## src/rtl/adc_capture_pkg.sv

```systemverilog
// adc_capture_pkg: shared state encoding and default timing for the ADC capture controller
package adc_capture_pkg;
  typedef enum logic [2:0] {
    IDLE      = 3'd0,
    CNV_HIGH  = 3'd1,
    CONV_WAIT = 3'd2,
    SCK_LOW   = 3'd3,
    SCK_HIGH  = 3'd4
  } state_t;
  localparam int DEF_DATA_WIDTH       = 16;
  localparam int DEF_CLK_DIV          = 4;
  localparam int DEF_CNV_HIGH_CYCLES  = 3;
  localparam int DEF_CONV_WAIT_CYCLES = 10;
  function automatic int max4(input int a, input int b, input int c, input int d);
    int m;
    m = a > b ? a : b;
    m = m > c ? m : c;
    return m > d ? m : d;
  endfunction
endpackage

```

## src/rtl/adc_phase_timer.sv

```systemverilog
// adc_phase_timer: loadable down-counter with terminal-count flag for the timed FSM phases
module adc_phase_timer import adc_capture_pkg::*; #(
  parameter int W = 5
) (
  input  logic         clk,
  input  logic         rst_n,
  input  logic         load,
  input  logic [W-1:0] load_val,
  output logic         tc
);
  logic [W-1:0] cnt;
  // reload on every phase change, otherwise count down and park at zero
  always_ff @(posedge clk or negedge rst_n)
    if (!rst_n) cnt <= '0;
    else if (load) cnt <= load_val;
    else if (cnt != '0) cnt <= cnt - W'(1);
  assign tc = cnt == '0;
endmodule

```

## src/rtl/adc_capture_ctrl.sv

```systemverilog
// adc_capture_ctrl: CNV/SCK/SDO serial ADC initiator with one-cycle sample valid strobe
module adc_capture_ctrl import adc_capture_pkg::*; #(
  parameter int DATA_WIDTH       = DEF_DATA_WIDTH,
  parameter int CLK_DIV          = DEF_CLK_DIV,
  parameter int CNV_HIGH_CYCLES  = DEF_CNV_HIGH_CYCLES,
  parameter int CONV_WAIT_CYCLES = DEF_CONV_WAIT_CYCLES
) (
  input  logic                  clk_p,
  input  logic                  reset_n_p,
  input  logic                  start_p,
  input  logic                  sdo_p,
  output logic                  cnv_p,
  output logic                  sck_p,
  output logic [DATA_WIDTH-1:0] data_p,
  output logic                  data_valid_p,
  output logic                  busy_p,
  output logic                  overrun_p
);
  localparam int CW = $clog2(max4(CLK_DIV, CNV_HIGH_CYCLES, CONV_WAIT_CYCLES, DATA_WIDTH + 1));
  state_t state, nxt;
  logic [CW-1:0] bit_cnt, load_val;
  logic [DATA_WIDTH-2:0] sh;
  logic load, tc, capture, last;
  adc_phase_timer #(.W(CW)) u_timer (
    .clk(clk_p),
    .rst_n(reset_n_p),
    .load(load),
    .load_val(load_val),
    .tc(tc)
  );
  assign capture   = state == SCK_LOW && tc;
  assign last      = bit_cnt == CW'(DATA_WIDTH - 1);
  assign cnv_p     = state == CNV_HIGH;
  assign sck_p     = state != SCK_LOW;
  assign busy_p    = state != IDLE;
  assign overrun_p = start_p && busy_p;
  // next state, and timer reload with the duration of the phase being entered
  always_comb begin
    nxt = state;
    case (state)
      IDLE:      nxt = start_p ? CNV_HIGH : IDLE;
      CNV_HIGH:  nxt = tc ? CONV_WAIT : CNV_HIGH;
      CONV_WAIT: nxt = tc ? SCK_LOW : CONV_WAIT;
      SCK_LOW:   nxt = tc ? SCK_HIGH : SCK_LOW;
      SCK_HIGH:  nxt = !tc ? SCK_HIGH : bit_cnt < CW'(DATA_WIDTH) ? SCK_LOW : IDLE;
      default:   nxt = IDLE;
    endcase
    load     = nxt != state;
    load_val = nxt == CNV_HIGH ? CW'(CNV_HIGH_CYCLES - 1) :
               nxt == CONV_WAIT ? CW'(CONV_WAIT_CYCLES - 1) :
               (nxt == SCK_LOW || nxt == SCK_HIGH) ? CW'(CLK_DIV - 1) : '0;
  end
  // state register, MSB-first shift on the SCK rising edge, sample publish on the final bit
  always_ff @(posedge clk_p or negedge reset_n_p)
    if (!reset_n_p) begin
      state        <= IDLE;
      sh           <= '0;
      bit_cnt      <= '0;
      data_p       <= '0;
      data_valid_p <= 1'b0;
    end else begin
      state        <= nxt;
      data_valid_p <= capture && last;
      if (capture) begin
        sh      <= {sh[DATA_WIDTH-3:0], sdo_p};
        bit_cnt <= bit_cnt + CW'(1);
      end
      if (capture && last) data_p <= {sh, sdo_p};
      if (state == SCK_HIGH && nxt == IDLE) bit_cnt <= '0;
    end
endmodule

```

## config.mk

```make
export PLATFORM = sky130hd
export DESIGN_NAME = adc_capture_ctrl
export DESIGN_NICKNAME = d
export VERILOG_FILES = /design/src/rtl/adc_capture_pkg.sv /design/src/rtl/adc_phase_timer.sv /design/src/rtl/adc_capture_ctrl.sv
export SDC_FILE = /design/constraint.sdc
export NUM_CORES = 1
export LEC_CHECK = 0
export ABC_AREA = 1
export BUFFER_PORTS_ARGS = -buffer_cell sky130_fd_sc_hd__buf_2
export CORE_MARGIN = 3
export CORE_UTILIZATION = 50
export DETAILED_ROUTE_END_ITERATION = 6
export MAX_ROUTING_LAYER = met4
export PLACE_DENSITY = 0.82
export RECOVER_POWER = 100
export SYNTH_ARGS = -nofsm -noshare
export SYNTH_HDL_FRONTEND = slang
export SYNTH_SLANG_ARGS = --single-unit
```

## constraint.sdc

```tcl
create_clock -name clk_p -period 1.61 [get_ports clk_p]
set_input_delay 0 -clock clk_p [delete_from_list [all_inputs] [get_ports clk_p]]
set_output_delay 0 -clock clk_p [all_outputs]
set_load 0.01 [all_outputs]
```

=== Word-level counts from Yosys, hierarchy flattened ===
Index checks and enable logic that the tools add are counted.
W data, S select, Z words.

* Register bits after elaboration: 45
* Input port bits: 4
* Logic and storage cells: 46

* Add/sub/neg operators: 2
* Order comparisons: 1
* Equal/unequal tests: 11
* Multiplexer cells: 14
* Reduce and logical (&&, ||, !) cells: 12

{| class="wikitable"
|+ Operators by type and width
! operator !! count
|-
| $mux W5 || 4
|-
| $pmux W3 S5 || 1
|-
| $eq A3 B2 Y1 const B || 4
|-
| $mux W4 || 2
|-
| $eq A3 B1 Y1 const B || 2
|-
| $eq A3 B3 Y1 const B || 2
|-
| $logic_not A3 Y1 || 2
|-
| $mux W2 || 3
|-
| $mux W3 || 2
|-
| $add A5 B1 Y5 const B || 1
|-
| $eq A5 B4 Y1 const B || 1
|-
| $logic_not A5 Y1 || 1
|-
| $lt A5 B5 Y1 const B || 1
|-
| $reduce_bool A5 Y1 || 1
|-
| $sub A5 B1 Y5 const B || 1
|-
| $logic_and A1 B1 Y1 || 4
|-
| $reduce_bool A2 Y1 || 2
|-
| $ne A3 B2 Y1 const B || 1
|-
| $ne A3 B3 Y1 || 1
|-
| $reduce_bool A3 Y1 || 1
|-
| $mux W1 || 2
|-
| $logic_or A1 B1 Y1 || 1
|}

=== Logic depth before layout (Yosys ltp) ===
Gate-level depths: netlist of the first run.

* Word-level depth: 10
* Depth in mapped cells: 15
* Depth with buffers taken out: 15

=== Modules after synthesis ===
From an unflattened synthesis of the first run, not the netlist that was laid out.

* Cells, all modules: 242
* Area, all modules: 2117.0 um2

{| class="wikitable"
|+ By module, submodules not included
! module !! instances !! cells each !! area each (um2) !! seq. area each (um2)
|-
| adc_capture_ctrl || 1 || 203 || 1814.2 || 1001.0
|-
| adc_phase_timer || 1 || 39 || 302.8 || 125.1
|}

=== Worst setup path after synthesis of the first run ===
OpenSTA, ideal clock, no wires.

* Path type: register to register
* Start point: register u_timer.cnt[0]
* End point: register u_timer.cnt[0]
* Arrival: 1530 ps
* Data required time: 1493 ps
* Setup slack: -36 ps
* Cell stages (with the launch flop): 14
* Path buffers: 0
* Clock period less this slack: 1646 ps
* Cells stage by stage: dfrtp_1 inv_1 ha_1 nand2_1 nor2_4 nand2_1 nand2_2 nand2_2 a21oi_4 nand2_1 nand2_1 nand2_1 nand2_1 nand2_1

* Word-level cells in the longest chain between the ends: 9
* Elaborated cells between the ends (all ways): 20
* Those cells by class: add/sub (1); eq/ne (5); mux (10); reduce/logical (4)

{| class="wikitable"
|+ RTL lines
! what !! RTL line !! RTL
|-
| start, declared || adc_phase_timer.sv:11 || <nowiki>logic [W-1:0] cnt;</nowiki>
|-
| start signal, assigned || adc_phase_timer.sv:15 || <nowiki>else if (load) cnt <= load_val;</nowiki>
|-
| start signal, assigned || adc_phase_timer.sv:16 || <nowiki>else if (cnt != '0) cnt <= cnt - W'(1);</nowiki>
|-
| $logic_not A5 Y1 (*) || adc_phase_timer.sv:17 || <nowiki>assign tc = cnt == '0;</nowiki>
|-
| $mux W3 (tied with other cells) || adc_capture_ctrl.sv:45 || <nowiki>SCK_HIGH: nxt = !tc ? SCK_HIGH : bit_cnt < CW'(DATA_WIDTH) ? SCK_LOW : IDLE;</nowiki>
|-
| $pmux W3 S5 (*) || adc_capture_ctrl.sv:40 || <nowiki>case (state)</nowiki>
|-
| net nxt[1] || adc_capture_ctrl.sv:20 || <nowiki>state_t state, nxt;</nowiki>
|-
| $eq A3 B2 Y1 or $eq A3 B3 Y1 (tied branches) || adc_capture_ctrl.sv:51 || <nowiki>(nxt == SCK_LOW || nxt == SCK_HIGH) ? CW'(CLK_DIV - 1) : '0;</nowiki>
|-
| $logic_or A1 B1 Y1 || adc_capture_ctrl.sv:51 ||
|-
| $mux W2 || adc_capture_ctrl.sv:51 ||
|-
| $mux W4 || adc_capture_ctrl.sv:50 || <nowiki>nxt == CONV_WAIT ? CW'(CONV_WAIT_CYCLES - 1) :</nowiki>
|-
| $mux W4 || adc_capture_ctrl.sv:49 || <nowiki>load_val = nxt == CNV_HIGH ? CW'(CNV_HIGH_CYCLES - 1) :</nowiki>
|-
| $mux W5 || adc_phase_timer.sv:15 ||
|}

The timed path passes the listed nets; every way through them passes the cells marked *. The select of a mux whose other input is x is not followed.
A chain may end at the register's enable or synchronous reset.

=== Worst setup path after layout of the first run ===
* Start point: register u_timer.cnt[1]
* End point: register u_timer.cnt[0]

The elaborated chain is that of the path after synthesis.

==> results of run 1 <==
[synthesized netlist by cell type]
master,count
nand3b_1,1
o21ai_1,5
inv_2,2
nand2_1,72
a21oi_4,1
nand2_2,4
buf_2,2
o211ai_1,1
o21ai_0,27
xor2_1,4
nor3_1,1
nand3_2,1
ha_1,4
a21oi_1,1
xnor2_1,1
a21boi_0,1
and3_1,1
nand4_1,3
nor2_4,2
inv_1,35
nand3_1,12
clkbuf_1,4
dfrtp_1,45
nor2_1,8
or2_2,1
[per-stage QoR]
step           total power [mW]  instances  util, %  setup WS, ns  cell area (µm²)
2_1_floorplan              1.16        239        -       0.00196             2060
3_3_place_gp               1.20        318     61.3       -0.0524             2330
3_5_place_dp               1.20        318     61.3        -0.116             2330
4_1_cts                    2.03        329     66.4       -0.0843             2520
5_1_grt                    2.11        336     73.4        -0.284             2790
6_report                   2.04        336     73.4        -0.191             2790
[flip-flops by register name, indices dropped and copies added (netlist names)]
signal,cells
bit_cnt,5
data_p,16
data_valid_p,1
sh,15
state,3
u_timer.cnt,5
[worst max-delay path, cell delays in order, from the launching register on]
cell and delay [ns]:
dfrtp_1 0.38, inv_2 0.06, ha_4 0.17, inv_4 0.06, nor2_4 0.03, nand2_4 0.12, nor2_2 0.05, nor2_2 0.15
nand2_4 0.08, a21oi_4 0.24, nand2_2 0.09, nand2_2 0.07, nand2_1 0.06, nand2_1 0.08, nand2_1 0.05
[cells by family after synthesis]
logic type | after synthesis | share of synthesized area (%)
simple gates | 106 | 22.6
flops | 45 | 55.1
buf+inv | 43 | 8.03
compound gates | 36 | 9.62
xor+xnor | 5 | 2.14
fa+ha+maj | 4 | 2.45
[power breakdown]
group / internal, mW / leakage [nW] / switching, mW / total, mW
clock: 0.460 / 0.0546 / 0.403 / 0.862
sequential: 1.13 / 0.596 / 0.00172 / 1.13
combinational: 0.0108 / 0.793 / 0.0294 / 0.0402
total: 1.60 / 1.44 / 0.434 / 2.04
[timing repair]
action	4_1_cts	5_1_grt
endpoints found under the hold margin	26	0
buffers inserted	2	4
gates cloned	0	3
setup endpoints to repair	28	40
pin swaps	12	14
resized for setup	14	72
hold buffers	2	0
[worst max path at each step]
| stage | endpoint | slack, ns |
|---|---|---|
| finish | u_timer.cnt[0]$_DFFE_PN0P_ | -0.19 |
| global route | u_timer.cnt[0]$_DFFE_PN0P_ | -0.28 |
| CTS | u_timer.cnt[0]$_DFFE_PN0P_ | -0.08 |
| detailed placement | u_timer.cnt[3]$_DFFE_PN0P_ | -0.12 |
| global placement | u_timer.cnt[0]$_DFFE_PN0P_ | -0.05 |
| floorplan | u_timer.cnt[0]$_DFFE_PN0P_ | 0.002 |
[metal layers]
| metal | routed length (µm) | track usage (%) | share of wire (%) |
|---|---|---|---|
| met1 | 2180 | 23.9 | 45 |
| met2 | 2400 | 30.2 | 49 |
| met3 | 215 | 4.46 | 4.4 |
| met4 | 74 | 6.38 | 1.5 |
| met5 | 0 | - | 0 |
[final cells by class]
class / count / area, µm²
Inverter: 37 / 154
Clock inverter: 2 / 38.8
Sequential cell: 45 / 1130
Clock buffer: 5 / 68.8
Timing Repair Buffer: 48 / 343
Fill cell: 249 / 1010
Multi-Input combinational cell: 151 / 997
Tap cell: 48 / 60.1
==> implementation parameters, run 1 <==
Parameter                              Value

Run status
  Run status ... complete, but fails checks
  Violated checks ... setup timing

Timing
  Max_slew headroom ... 57.9%
  Worst-margin pin slew ... 0.631 ns
  Final setup violation count ... 26
  Total Negative Setup Slacks ... -1.78 ns
  Final-report hold violation count ... 0
  Worst-case setup margin in the final layout ... -0.191 ns
  Final slew viol count ... 0
  Share of the cycle needed by the critical path after routing ... 112%
  Worst hold slack across all endpoints ... 0.230 ns
  Unrepaired setup endpoints after global routing ... true
  Achievable frequency ... 555 MHz
  Shortest clock period the worst path allows after layout ... 1.80 ns
  Worst setup skew after layout ... 0.0128 ns

Clocking
  Number of buffers on the longest clock path ... 2
  Clk Tree Root Cell ... clkbuf_8
  Number of H-tree branching levels ... 2
  TritonCTS clock tree ... yes
  Clock edge transition at the registers on the reported setup and hold paths ... 0.09 ns
  Worst-Skew Late Latency ... 0.31 ns
  Clock sink count ... 45
  CTS buffer count ... 5

Pwr
  Power density normalized to cell area ... 731 mW/mm²
  Leakage power total ... 1.44 nW
  Peak supply drop ... 506 µV

Floorplan
  Die boundary width ... 69.9 µm
  Die footprint ... 0.00489 mm²
  Top-level port count ... 25
  Std cell rows ... 22
  Initial Utilization ... 53.8%
  Core outline area ... 0.00380 mm²
  Die extent in y ... 69.9 µm

Worst setup path
  Startpoint type of the worst setup path ... flop
  Launching instance or port of the critical path ... u_timer.cnt[1]$_DFFE_PN0P_
  Critical path required time ... 1.82 ns
  Worst Setup Path Type ... reg2reg
  Slack of the worst reg-to-reg path ... -0.19 ns
  Data arrival time of the worst path ... 2.01 ns
  Critical register-to-register path startpoint ... u_timer.cnt[1]$_DFFE_PN0P_
  Capturing element type of the critical path ... flop
  Biggest fanout along the worst timing path ... 6
  End of the worst register-to-register path ... u_timer.cnt[0]$_DFFE_PN0P_
  Depth of the most critical reg-to-reg path ... 14

Synthesis
  Leading post-synthesis cells by cell area ... dfrtp_1 (55%), nand2_1 (13%), o21ai_0 (6.6%)
  Mapped Nets ... 247
  Synthesized flop and latch total ... 45
  Post-synthesis instance area ... 0.00204 mm²
  Mean instance size in the synthesized netlist ... 8.54 µm²
  Post-synthesis instance total ... 239
  Sequential area share after synthesis ... 55.1%
  Top cell type's share of synthesized area ... 55.1%
  Post-synth top area cell ... dfrtp_1
  Count of different cell masters after synthesis ... 25
  Number of warning messages in the yosys log ... 0

Min path
  Class of the tightest hold or removal check ... in2async

Layout
  Share of cells above drive strength 1 ... 32.3%
  Number of inserted diodes ... 0
  Most frequent cells in the layout ... dfrtp_1 (45), nand2_1 (43), inv_1 (31), clkbuf_1 (20), nand2_4 (18)
  Post-synthesis to final-layout area growth ... 36.5%
  # nets final ... 296
  Most common cell after layout, fill and taps aside ... dfrtp_1

Placement
  Weighted congestion reported at the end of routability-driven placement ... 0.900
  Count of buffers inserted at the top-level ports ... 24
  Post-DP HPWL ... 2.90 mm

Drt
  Total routed wirelength ... 4.87 mm
  Routed vias ... 1749
  Number of DRC violations after detailed-routing iteration 0 ... 128
  DRT antenna net count ... 0
  Number of DRC violations after detailed routing ... 0
  First-pass iteration count of the detailed router ... 4
  Post-detailed-route wirelength per cell ... 14.5 µm
  Vias/cell ... 5.21

Global route
  GRT Total Usage ... 19.0%
  Global-route wire length before repair ... 7.23 mm
  Initial antenna violation count ... 0
  Aggregate global routing overflow ... 0
  Number of global-route vias before repair ... 1627
  Pin count of the biggest net entering global routing ... 32

Job
  Max-capacitance violation count ... 0
No activity file was read; power rests on OpenSTA's default activity.
==> run 2, diff against run 1 <==
--- a/config.mk
+++ b/config.mk
@@ -7,12 +7,14 @@
 export LEC_CHECK = 0
 export ABC_AREA = 1
 export BUFFER_PORTS_ARGS = -buffer_cell sky130_fd_sc_hd__buf_2
+export CORE_ASPECT_RATIO = 0.6
 export CORE_MARGIN = 3
 export CORE_UTILIZATION = 50
 export DETAILED_ROUTE_END_ITERATION = 6
 export MAX_ROUTING_LAYER = met4
 export PLACE_DENSITY = 0.82
 export RECOVER_POWER = 100
+export SETUP_SLACK_MARGIN = 0.05
 export SYNTH_ARGS = -nofsm -noshare
 export SYNTH_HDL_FRONTEND = slang
 export SYNTH_SLANG_ARGS = --single-unit
==> run 2 against run 1 <==
Against the previous run: the flow still finishes with violations (setup timing); non-clock buffer count rose by 2; worst hold slack got worse by 0.028 ns; sequential share of layout area fell by 1.4 points; critical path depth did not move; register-to-register slack got worse by 0.09 ns; power fell by 2.2%; first-iteration DRC count rose by 70%; core utilization rose by 2.8 points; combinational power rose by 3%; cell area rose by 3.5%; largest power group unchanged.
==> implementation parameters, run 2 (synthesis results as in run 1) <==
Parameter                              Value

Floorplan
  Std cell rows ... 17 (-23%)
  Core outline area ... 0.00379 mm² (-0.33%)
  Die footprint ... 0.00491 mm² (+0.51%)
  Die extent in y ... 55.5 µm (-21%)
  Die boundary width ... 88.5 µm (+27%)
  Initial Utilization ... 53.9% (+0.18 points)
  Top-level port count ... 25 (unchanged)

Worst setup path
  Biggest fanout along the worst timing path ... 6 (unchanged)
  Max stage delay on crit path ... 0.40 ns (+0.02 ns)
  Critical path required time ... 1.86 ns (+0.04 ns)
  Cell-by-cell listing of the critical path ... inv_2, ha_4, inv_4, nor2_4, nand2_4, nand2_2, nand2_4, nand3_4, nand2_2, nand2_4, nand3_2, inv_2, nand2_1, nand2_1
  Slack of the worst reg-to-reg path ... -0.28 ns (-0.09 ns)
  Launching instance or port of the critical path ... u_timer.cnt[0]$_DFFE_PN0P_
  End of the worst register-to-register path ... u_timer.cnt[1]$_DFFE_PN0P_
  Critical-path top delay cell ... dfrtp_1
  Depth of the most critical reg-to-reg path ... 14 (unchanged)
  Data arrival time of the worst path ... 2.14 ns (+0.13 ns)
  Worst Setup Path Type ... reg2reg
  Critical register-to-register path startpoint ... u_timer.cnt[0]$_DFFE_PN0P_
  Cell occurring most often along the worst timing path ... nand2_4
  Startpoint type of the worst setup path ... flop
  Capturing element type of the critical path ... flop
  Critical path capture point ... u_timer.cnt[1]$_DFFE_PN0P_

Layout
  # nets final ... 298 (+0.68%)
  Flip-flop count of the largest register after layout ... 16 (unchanged)
  Number of inserted diodes ... 0 (unchanged)
  Most common cell after layout, fill and taps aside ... dfrtp_1
  Count of filler cells inserted in the layout ... 212 (-15%)
  Final non-filler cell area ... 0.00289 mm² (+3.5%)
  Biggest register ... data_p
  Post-synthesis to final-layout area growth ... 41.3%
  Share of cells above drive strength 1 ... 37.5% (+5.2 points)
  Top flop regs ... data_p: 16 flops, sh: 15 flops
  Most frequent cells in the layout ... dfrtp_1 (45), nand2_1 (38), inv_1 (30), nand2_4 (23), clkbuf_1 (17)

Timing
  Achievable frequency ... 529 MHz (-4.8%)
  Max_slew headroom ... 28.6% (-29 points)
  Unrepaired setup endpoints after global routing ... true
  Shortest clock period the worst path allows after layout ... 1.89 ns (+0.0909 ns)
  Final slew viol count ... 0 (unchanged)
  Worst setup skew after layout ... 0.0162 ns (+0.00346 ns)
  Final setup violation count ... 41 (+58%)
  Share of the cycle needed by the critical path after routing ... 117% (+5.6 points)
  Final-report hold violation count ... 0 (unchanged)
  Worst-margin pin slew ... 1.07 ns (+0.440 ns)
  Worst-case setup margin in the final layout ... -0.282 ns (-0.0909 ns)

Job
  Max-capacitance violation count ... 0 (unchanged)

Drt
  Total routed wirelength ... 6.26 mm (+29%)
  Post-detailed-route wirelength per cell ... 18.5 µm (+28%)
  First-pass iteration count of the detailed router ... 5 (+1)
  Number of DRC violations after detailed routing ... 0 (unchanged)
  Routed vias ... 1909 (+9.1%)
  DRT antenna net count ... 0 (unchanged)
  Number of DRC violations after detailed-routing iteration 0 ... 218 (+70%)
  Vias/cell ... 5.65 (+8.5%)

Clocking
  Worst-Skew Late Latency ... 0.31 ns (about the same)
  Clk Tree Root Cell ... clkbuf_8
  Number of buffers on the longest clock path ... 2 (unchanged)
  Number of H-tree branching levels ... 2 (unchanged)
  TritonCTS clock tree ... yes
  CTS buffer count ... 5 (unchanged)
  Clock edge transition at the registers on the reported setup and hold paths ... 0.10 ns (about the same)
  Clock sink count ... 45 (unchanged)

Global route
  Global-route wire length before repair ... 8.40 mm (+16%)
  Aggregate global routing overflow ... 0 (unchanged)
  Pin count of the biggest net entering global routing ... 46 (+44%)
  Number of global-route vias before repair ... 1748 (+7.4%)
  Initial antenna violation count ... 0 (unchanged)
  GRT Total Usage ... 22.9% (+4.0 points)

Pwr
  Peak supply drop ... 445 µV (-12%)
  Total power consumption of the routed design ... 1.99 mW (-2.2%)
  Leakage power total ... 1.51 nW (+4.6%)
  Power density normalized to cell area ... 690 mW/mm² (-5.5%)

Placement
  Weighted congestion reported at the end of routability-driven placement ... 0.951 (+5.7%)
  Post-placement cell area ... 0.00231 mm² (-0.70%)
  Worst slack at placement ... -0.167 ns (-0.0509 ns)
  Post-DP HPWL ... 2.87 mm (-1.2%)
  Count of buffers inserted at the top-level ports ... 24 (unchanged)

Min path
  Class of the tightest hold or removal check ... in2reg

Run status
  Run status ... complete, but fails checks
  Violated checks ... setup timing
==> run 2: changes by cell type in the layout (fill, tap and decap cells not counted), moves of 3 or more <==
cell / previous run / this run
nand2_1: 43 / 38
buf_16: 0 / 3
clkbuf_1: 20 / 17
o21ai_0: 12 / 15
nand2_4: 18 / 23
o21ai_1: 12 / 4
o21ai_2: 8 / 13
==> run 2: area by class of cell <==
| type | instances | area [µm²] | share of cell area [%] |
|---|---|---|---|
| repair buffers | 50 | 393 | 13.6 |
| flip-flops and latches | 45 | 1130 | 39.0 |
| clock inverters | 1 | 8.76 | 0.304 |
| multi-input cells | 151 | 1050 | 36.3 |
| inverters | 37 | 154 | 5.33 |
| well taps | 47 | 58.8 | 2.04 |
| clock buffers | 7 | 96.3 | 3.34 |
==> run 2: how the worst min path moves through the flow <==
stage | startpoint | to | cells after the start
after floorplan | reset_n_p | bit_cnt[0]$_DFFE_PN0P_ | 0
after global routing | start_p | state[0]$_DFF_PN0_ | 3
after global placement | reset_n_p | u_timer.cnt[3]$_DFFE_PN0P_ | 2
final | start_p | state[0]$_DFF_PN0_ | 3
after detailed placement | reset_n_p | u_timer.cnt[3]$_DFFE_PN0P_ | 2
after CTS | start_p | state[0]$_DFF_PN0_ | 3
==> run 2: report_power, final <==
group          switching [mW]  internal [mW]
clock                   0.417          0.397
sequential            0.00270           1.13
combinational          0.0308         0.0105
total                   0.451           1.54
==> run 2: per-stage QoR <==
step | utilization (%) | setup TNS [ns] | hold slack, ns | std cells
6_report | 76.2 | -5.46 | 0.202 | 338
5_1_grt | 76.2 | -8.45 | 0.201 | 338
4_1_cts | 70.9 | -1.72 | 0.139 | 332
3_5_place_dp | 61.1 | -1.77 | 0.113 | 315
3_3_place_gp | 61.1 | -0.289 | 0.111 | 315
2_1_floorplan | - | 0 | -0.296 | 239
==> run 2: timing repair <==
item / 4_1_cts / 5_1_grt
cloned: 3 / 0
gates resized for setup: 55 / 48
hold endpoints to repair: 47 / 0
pin swaps: 10 / 16
hold buffers: 2 / 0
endpoints found under the setup margin: 42 / 42
setup buffers: 4 / 6
==> run 2: metal layers <==
layer	global-route usage (%)	up-vias	wire, µm
li1	-	856	-
met1	28.8	916	2580
met2	37.2	112	3080
met3	4.92	25	372
met4	6.90	0	229
met5	-	-	0
==> run 2: critical path, delay by kind of cell, from the launching register on <==
family | cells | cell delay [ns]
flops | 1 | 0.40
buf+inv | 3 | 0.24
simple gates | 10 | 1.04
fa+ha+maj | 1 | 0.16
